### config.mk
export PLATFORM = sky130hd
export DESIGN_NAME = feature_transform_ctrl_flat
export DESIGN_NICKNAME = d
export VERILOG_FILES = /design/src/rtl/feature_transform_ctrl_if.sv /design/src/rtl/feature_transform_ctrl.sv /design/src/flat_wrapper.sv
export SDC_FILE = /design/constraint.sdc
export NUM_CORES = 1
export LEC_CHECK = 0
export CORE_ASPECT_RATIO = 0.75
export CORE_MARGIN = 5
export CORE_UTILIZATION = 28
export DETAILED_ROUTE_END_ITERATION = 10
export GPL_ROUTABILITY_DRIVEN = 0
export PLACE_DENSITY = 0.63
export SYNTH_ARGS = -nofsm -noshare
export SYNTH_HDL_FRONTEND = slang
export SYNTH_SLANG_ARGS = --single-unit
### constraint.sdc
create_clock -name clk -period 1.5 [get_ports clk]
set_clock_uncertainty 0.1 [all_clocks]
set_input_delay 0.15 -clock clk [delete_from_list [all_inputs] [get_ports clk]]
set_output_delay 0.15 -clock clk [all_outputs]
set_load 0.05 [all_outputs]
### src/rtl/feature_transform_ctrl_if.sv
`default_nettype none
// ============================================================================
// Module   : feature_transform_ctrl_if
// Brief    : Control bundle between the transform sequencer and its memories.
// Revision : 1.0 - initial release
// ============================================================================
interface feature_transform_ctrl_if #(
  parameter int RA_W = 3,
  parameter int CA_W = 2
);
  logic            start;
  logic            weight_rd_en;
  logic [CA_W-1:0] weight_rd_addr;
  logic            scratchpad_load;
  logic            feature_rd_en;
  logic [RA_W-1:0] feature_rd_addr;
  logic            out_wr_en;
  logic [RA_W-1:0] out_wr_row;
  logic [CA_W-1:0] out_wr_col;
  logic            busy;
  logic            done;

  modport master (
    input  start,
    output weight_rd_en, weight_rd_addr, scratchpad_load,
    output feature_rd_en, feature_rd_addr,
    output out_wr_en, out_wr_row, out_wr_col,
    output busy, done
  );

  modport slave (
    output start,
    input  weight_rd_en, weight_rd_addr, scratchpad_load,
    input  feature_rd_en, feature_rd_addr,
    input  out_wr_en, out_wr_row, out_wr_col,
    input  busy, done
  );
endinterface
`default_nettype wire

### src/rtl/feature_transform_ctrl.sv
`default_nettype none
// ============================================================================
// Module   : feature_transform_ctrl
// Brief    : Sequences weight-column loads and feature-row streaming for FM x WM.
// Revision : 1.0 - initial release
// ============================================================================
module feature_transform_ctrl #(
  parameter int FEATURE_ROWS = 6,
  parameter int FEATURE_COLS = 6,
  parameter int WEIGHT_COLS  = 3,
  parameter int RA_W         = (FEATURE_ROWS > 1) ? $clog2(FEATURE_ROWS) : 1,
  parameter int CA_W         = (WEIGHT_COLS > 1) ? $clog2(WEIGHT_COLS) : 1
) (
  input  wire logic                 clk,
  input  wire logic                 rst_n,
  feature_transform_ctrl_if.master  bus
);

  localparam logic [RA_W-1:0] c_row_last = RA_W'(FEATURE_ROWS - 1);
  localparam logic [CA_W-1:0] c_col_last = CA_W'(WEIGHT_COLS - 1);

  generate
    if (FEATURE_ROWS < 1 || FEATURE_COLS < 1 || WEIGHT_COLS < 1) begin : g_bad_dims
      $error("feature_transform_ctrl: all matrix dimensions must be at least 1");
    end
  endgenerate

  typedef enum logic [2:0] {
    S_IDLE     = 3'd0,
    S_W_RD     = 3'd1,
    S_W_LD     = 3'd2,
    S_F_STREAM = 3'd3,
    S_DRAIN    = 3'd4,
    S_DONE     = 3'd5
  } state_t;

  state_t          r_state;
  state_t          w_state_nxt;
  logic [RA_W-1:0] r_row;
  logic [RA_W-1:0] w_row_nxt;
  logic [CA_W-1:0] r_col;
  logic [CA_W-1:0] w_col_nxt;
  logic            r_wr_pend;
  logic [RA_W-1:0] r_wr_row;

  always_ff @(posedge clk or negedge rst_n) begin
    if (!rst_n) begin
      r_state   <= S_IDLE;
      r_row     <= '0;
      r_col     <= '0;
      r_wr_pend <= 1'b0;
      r_wr_row  <= '0;
    end else begin
      r_state   <= w_state_nxt;
      r_row     <= w_row_nxt;
      r_col     <= w_col_nxt;
      // Product write trails each feature read by the memory latency.
      r_wr_pend <= (r_state == S_F_STREAM);
      r_wr_row  <= (r_state == S_F_STREAM) ? r_row : '0;
    end
  end

  always_comb begin
    w_state_nxt = r_state;
    w_row_nxt   = r_row;
    w_col_nxt   = r_col;
    case (r_state)
      S_IDLE: begin
        if (bus.start) begin
          w_state_nxt = S_W_RD;
          w_row_nxt   = '0;
          w_col_nxt   = '0;
        end
      end
      S_W_RD:  w_state_nxt = S_W_LD;
      S_W_LD:  w_state_nxt = S_F_STREAM;
      S_F_STREAM: begin
        if (r_row == c_row_last) begin
          w_row_nxt   = '0;
          w_state_nxt = S_DRAIN;
        end else begin
          w_row_nxt = r_row + 1'b1;
        end
      end
      S_DRAIN: begin
        // Column advances only after the last row's write has been issued.
        if (r_col == c_col_last) begin
          w_col_nxt   = '0;
          w_state_nxt = S_DONE;
        end else begin
          w_col_nxt   = r_col + 1'b1;
          w_state_nxt = S_W_RD;
        end
      end
      S_DONE:  w_state_nxt = S_IDLE;
      default: w_state_nxt = S_IDLE;
    endcase
  end

  assign bus.weight_rd_en    = (r_state == S_W_RD);
  assign bus.weight_rd_addr  = (r_state == S_W_RD) ? r_col : '0;
  assign bus.scratchpad_load = (r_state == S_W_LD);
  assign bus.feature_rd_en   = (r_state == S_F_STREAM);
  assign bus.feature_rd_addr = (r_state == S_F_STREAM) ? r_row : '0;
  assign bus.out_wr_en       = r_wr_pend;
  assign bus.out_wr_row      = r_wr_row;
  assign bus.out_wr_col      = r_wr_pend ? r_col : '0;
  assign bus.busy            = (r_state != S_IDLE);
  assign bus.done            = (r_state == S_DONE);

endmodule
`default_nettype wire
### src/flat_wrapper.sv
// flat-port wrapper written by rule: the top's interface ports become plain ports
module feature_transform_ctrl_flat 
#(
  parameter int FEATURE_ROWS = 6,
  parameter int FEATURE_COLS = 6,
  parameter int WEIGHT_COLS  = 3,
  parameter int RA_W         = (FEATURE_ROWS > 1) ? $clog2(FEATURE_ROWS) : 1,
  parameter int CA_W         = (WEIGHT_COLS > 1) ? $clog2(WEIGHT_COLS) : 1
)
  (clk, rst_n, bus_start, bus_weight_rd_en, bus_weight_rd_addr, bus_scratchpad_load, bus_feature_rd_en, bus_feature_rd_addr, bus_out_wr_en, bus_out_wr_row, bus_out_wr_col, bus_busy, bus_done);
  feature_transform_ctrl_if #(.RA_W(RA_W), .CA_W(CA_W)) bus_i ();
  input  wire logic clk;
  input  wire logic rst_n;
  input wire logic [$bits(bus_i.start)-1:0] bus_start;
  output wire logic [$bits(bus_i.weight_rd_en)-1:0] bus_weight_rd_en;
  output wire logic [$bits(bus_i.weight_rd_addr)-1:0] bus_weight_rd_addr;
  output wire logic [$bits(bus_i.scratchpad_load)-1:0] bus_scratchpad_load;
  output wire logic [$bits(bus_i.feature_rd_en)-1:0] bus_feature_rd_en;
  output wire logic [$bits(bus_i.feature_rd_addr)-1:0] bus_feature_rd_addr;
  output wire logic [$bits(bus_i.out_wr_en)-1:0] bus_out_wr_en;
  output wire logic [$bits(bus_i.out_wr_row)-1:0] bus_out_wr_row;
  output wire logic [$bits(bus_i.out_wr_col)-1:0] bus_out_wr_col;
  output wire logic [$bits(bus_i.busy)-1:0] bus_busy;
  output wire logic [$bits(bus_i.done)-1:0] bus_done;
  assign bus_i.start = bus_start;
  assign bus_weight_rd_en = bus_i.weight_rd_en;
  assign bus_weight_rd_addr = bus_i.weight_rd_addr;
  assign bus_scratchpad_load = bus_i.scratchpad_load;
  assign bus_feature_rd_en = bus_i.feature_rd_en;
  assign bus_feature_rd_addr = bus_i.feature_rd_addr;
  assign bus_out_wr_en = bus_i.out_wr_en;
  assign bus_out_wr_row = bus_i.out_wr_row;
  assign bus_out_wr_col = bus_i.out_wr_col;
  assign bus_busy = bus_i.busy;
  assign bus_done = bus_i.done;
  feature_transform_ctrl #(.FEATURE_ROWS(FEATURE_ROWS), .FEATURE_COLS(FEATURE_COLS), .WEIGHT_COLS(WEIGHT_COLS), .RA_W(RA_W), .CA_W(CA_W)) u_core (.clk(clk), .rst_n(rst_n), .bus(bus_i));
endmodule
* Yosys cells after proc, flatten, opt, wreduce, memory -nomap -nowiden *
Index checks and enable logic that the tools add are counted.
W data, S select, Z words.

storage, ports and cells
  register bits = 12
  bits of input ports = 3
  word-level logic and storage cells = 36

cells by class
  $add $sub $neg = 2
  equal/unequal tests = 9
  muxes and demuxes = 13
  reduce and logical (&&, ||, !) cells = 7

operators by type and width
  cell                   number
  $mux W3                6
  $pmux W3 S5            1
  $eq A3 B3 Y1 const B   3
  $mux W2                4
  $eq A3 B2 Y1 const B   2
  $pmux W3 S2            1
  $reduce_and A2 Y1      3
  $pmux W2 S2            1
  $reduce_bool A2 Y1     2
  $add A3 B1 Y3 const B  1
  $eq A3 B1 Y1 const B   1
  $logic_not A3 Y1       1
  $reduce_bool A3 Y1     1
  $add A2 B1 Y2 const B  1
  $eq A2 B2 Y1 const B   1
  $ne A2 B1 Y1 const B   1
  $ne A2 B2 Y1 const B   1

* Logic depth before layout (Yosys ltp) *
  depth after elaboration = 3
  mapped depth = 4

* Least setup slack after synthesis *
OpenSTA, ideal clock, no wires.

  path type = register to output
  start = register u_core.r_state[2]
  end = output bus_done
  data arrival time = 1704 ps
  setup slack = -454 ps
  cell stages (with the launch flop) = 3
  path through = dfrtp_1 > inv_2 > nor3b_1

between the ends
  word-level cells in the longest chain between the ends = 1

RTL lines
  what                      line                           text
  start: declaration        feature_transform_ctrl.sv:37   state_t r_state;
  start signal: assignment  feature_transform_ctrl.sv:54   r_state <= w_state_nxt;
  $eq A3 B3 Y1              feature_transform_ctrl.sv:109  assign bus.done = (r_state == S_DONE);
  end: declaration          flat_wrapper.sv:24             output wire logic [$bits(bus_i.done)-1:0] bus_done;

Every way passes these cells.

* Worst setup path in the final report *
  start = register u_core.r_state[1]
  end = output bus_weight_rd_addr[1]

between the ends
  word-level cells in the longest chain between the ends = 2

RTL lines
  what              line                           text
  $eq A3 B1 Y1      feature_transform_ctrl.sv:101  assign bus.weight_rd_addr = (r_state == S_W_RD) ? r_col : '0;
  $mux W2           feature_transform_ctrl.sv:101
  end: declaration  flat_wrapper.sv:16             output wire logic [$bits(bus_i.weight_rd_addr)-1:0] bus_weight_rd_addr;

Every way passes these cells.

==> results list <==
- After layout, the worst path uses 104% of the clock period.
- Detailed placer's ending HPWL: 1100 um
- After technology mapping, the gate count stands at 48.
- Per report_power, the clock group accounts for 7.0% of the total.
* Clock Pin Slew Worst Setup and Hold Paths: 70 ps
- ANT cells: 0
- In the final layout, the share of cells above drive strength 1 is 65.4%.
* Iter 0 DRT Violations: 4
- Once layout is done, the placed cells without fillers occupy 1090 um^2.
* Detailed-route via count: 492
- Post-synthesis net count: 51
- Total clock buffers created by CTS: 3
* Final-report setup violation count: 6
* Count of hold buffers inserted by post-cts repair: 0
- Total GRT Usage: 10.1%
- The die is 49.5 um tall.
- Clock tree root driver cell: clkbuf_4
- The later pin in the worst-skew pair is clocked with a latency of 270 ps.
- The checks that failed: negative setup slack.
- The die covers 3100 um^2.
- Slew at the pin closest to its max-slew limit: 273 ps
- The initial antenna violation count is 0.
* Placed Area: 988 um^2
- The worst setup path is captured at a primary output.
- In the final routed layout, each cell accounts on average for 13.9 um.
- In the post-route analysis, the smallest setup slack over all paths is -62.1 ps.
- Number of sinks driven by the clock tree: 12
- Worst Path Arrival: 1310 ps
- The first global-routing pass estimated 2430 um of wire.
* Most repeated cell in the gate-level netlist after synthesis: dfrtp_1
* Number of synthesized register bits: 12
- At the worst endpoint, the required time is 1250 ps.
- In the synthesized netlist the async set-or-reset flop fraction comes to 100%.
- Setup repair after global routing missed its margin: yes
- Subtracting the final worst setup slack from the clock period gives 1560 ps.
- Drt total wl: 1460 um
- Leading post-synthesis cells by instance count: 12 x dfrtp_1, 4 x and2_1, 4 x nor2_1
- Pin count of the biggest net entering global routing: 8
- Leading register cell type out of synthesis: dfrtp_1
- Total congestion overflow: 0
* Highest Clock Rate: 0.640 GHz
* Area of the placeable core: 2000 um^2
- Hold Worst Slack: 11.0 ps
- Once layout is complete, the cells apart from fillers number 105.
* Warnings, synthesis: 0
- Proportion of power drawn by flip-flops and latches: 23.0%
- Category of the most critical setup path: register to primary output
* Number of buffer cells added on primary ports: 18
- The min-delay analysis places its worst path in the category primary input to async pin.
- Seq/Total Area, Yosys: 51.5%
- Effective utilization at floorplan: 29.2%
* CTS tree: built
- Static Leak: 0.481 nW
* Number of remaining DRC errors: 0
* Total power divided by cell area: 2510 nW/um^2
- Counting tap cells, the placed design contains a total of 94 instances.
* Share of power burned in combinational logic: 70.0%
* Vias per Instance: 4.69
- Before antenna repair, the detailed router went through 4 iterations.
- Pin placement for this block handled 19 I/O pins.
- Number of enable-type register cells in the synthesized netlist: 0
- Leading area contributor after synthesis: dfrtp_1
* Number of pins exceeding their max-slew limit in the final report: 0
- The detail route stage leaves a number of antenna-violating nets equal to 0.
- The count of endpoints failing hold in the final timing report was 0.
* Internal Dissipation: 1.52 mW
- Number of different library cells in the post-synthesis netlist: 24
- Mean area per synthesized cell: 12.1 um^2
- The worst setup path is launched from a register.
* Switching part of the total: 44.8%
- The share of synthesized area in the top cell type comes to 51.5%.
- Of all nets on the critical path, the largest fanout is 6.
- Die X: 62.7 um
- The floorplan has 14 rows.
* H-tree levels: 1
* P_sw: 1.23 mW
- Number of violations of the max-capacitance limit: 0
- Headroom to the max-slew limit: 81.7%
- Worst-case vdd ir drop: 1.61 mV
- Status: finished with violations
- Leading post-synthesis cells by cell area: dfrtp_1 52%, a22o_1 4.5%, and2_1 4.3%
- The number of global-route vias before repair is 476.
- The clock passes through at most 2 buffers.
* Number of nets in the final layout: 86
- Area added between synthesis and finish: 87.8%
* Netlist Area Pre-Place: 583 um^2
[power groups by stage]
stage / Sequential, mW / Combinational [mW] / Clock (mW)
floorplan: 0.663 / 0.945 / 0
global placement: 0.640 / 1.70 / 0
detailed placement: 0.647 / 1.71 / 0
CTS: 0.628 / 1.88 / 0.200
global route: 0.653 / 2.03 / 0.214
finish: 0.630 / 1.92 / 0.193
[critical path, stage by stage, from the launching register on]
cell and delay, ps:
dfrtp_1 380, buf_4 170, nor2_2 140, and3_4 220
buf_12 130
[per-layer routing]
metal / global-route usage [%] / routed length [um] / vias to the layer above / part of all wire, %
li1: - / - / 238 / -
met1: 13.6 / 648 / 235 / 44
met2: 13.6 / 700 / 14 / 48
met3: 4.77 / 85 / 5 / 5.8
met4: 4.24 / 25 / 0 / 1.7
met5: 0 / 0 / - / 0
[final cells by class]
type | count | area [um^2]
Fill cell | 173 | 902
Sequential cell | 12 | 303
Tap cell | 24 | 30.0
Inverter | 3 | 15.0
Timing Repair Buffer | 32 | 420
Multi-Input combinational cell | 31 | 304
Clock buffer | 3 | 22.5
[state kept, by name, summed over array words and instances (netlist names)]
register and cells:
u_core.r_state 3, u_core.bus.out_wr_en 1, u_core.bus.out_wr_row 3, u_core.r_row 3, u_core.r_col 2
[cells by family (layout without fill, tap and decap cells)]
logic type                Yosys count  after routing  synth area share, %
and+or+nand+nor                    18             18                 23.6
muxes                               1              1                 1.93
AOI/OAI and AO/OA                  11             11                 17.0
xor gates and xnor gates            1              1                 1.50
buffers and inverters               5             38                 4.51
DFF                                12             12                 51.5
[layout by cell type, fill, tap and decap left out]
| cell type | n |
|---|---|
| nand2_2 | 1 |
| clkinvlp_4 | 1 |
| buf_12 | 14 |
| dfrtp_1 | 10 |
| a21oi_1 | 2 |
| clkbuf_4 | 3 |
| a31oi_2 | 1 |
| clkdlybuf4s50_1 | 2 |
| o22a_1 | 1 |
| a21o_1 | 1 |
| and4b_4 | 1 |
| dfrtp_2 | 2 |
| and2_1 | 2 |
| nand3b_4 | 1 |
| nor2_2 | 2 |
| nor3b_4 | 1 |
| inv_2 | 1 |
| and2_4 | 2 |
| o21a_1 | 1 |
| buf_4 | 16 |
| a31oi_4 | 1 |
| nor4_4 | 1 |
| nand4b_1 | 1 |
| a22o_1 | 3 |
| and3_4 | 2 |
| inv_1 | 1 |
| nor3b_2 | 1 |
| mux2_2 | 1 |
| nor2_1 | 2 |
| nor2_4 | 1 |
| xor2_1 | 1 |
| o21ai_1 | 1 |
[worst paths after layout]
path | cells past startpoint | slack, ps | startpoint | to
setup / recovery | 4 | -60 | u_core.r_state[1]$_DFFE_PN0P_ | bus_weight_rd_addr[1]
hold / removal | 1 | 10 | rst_n | u_core.r_col[0]$_DFFE_PN0P_
setup reg to reg | 4 | 50 | u_core.r_state[2]$_DFFE_PN0P_ | u_core.r_row[1]$_DFFE_PN0P_
hold reg to reg | 1 | 440 | u_core.r_row[1]$_DFFE_PN0P_ | u_core.r_row[1]$_DFFE_PN0P_
max in group asynchronous | 2 | 880 | rst_n | u_core.r_state[2]$_DFFE_PN0P_
min in group clk | 1 | 440 | u_core.r_row[1]$_DFFE_PN0P_ | u_core.r_row[1]$_DFFE_PN0P_
[through the flow]
stage | setup TNS (ps) | util, % | power, mW | setup WS, ps
global route | -752 | 54.8 | 2.90 | -123
global placement | 0 | 49.5 | 2.34 | 109
CTS | -236 | 53.7 | 2.70 | -62.9
detailed placement | 0 | 49.5 | 2.36 | 95.5
finish | -236 | 54.8 | 2.74 | -62.1
floorplan | 0 | - | 1.61 | 3.14
[timing repair]
item | CTS | global route
gates resized for setup | 7 | 0
setup endpoints to repair | 10 | 10
buffers inserted | 5 | 3
pin swaps | 1 | 1
No activity file was read; power rests on OpenSTA's default activity.
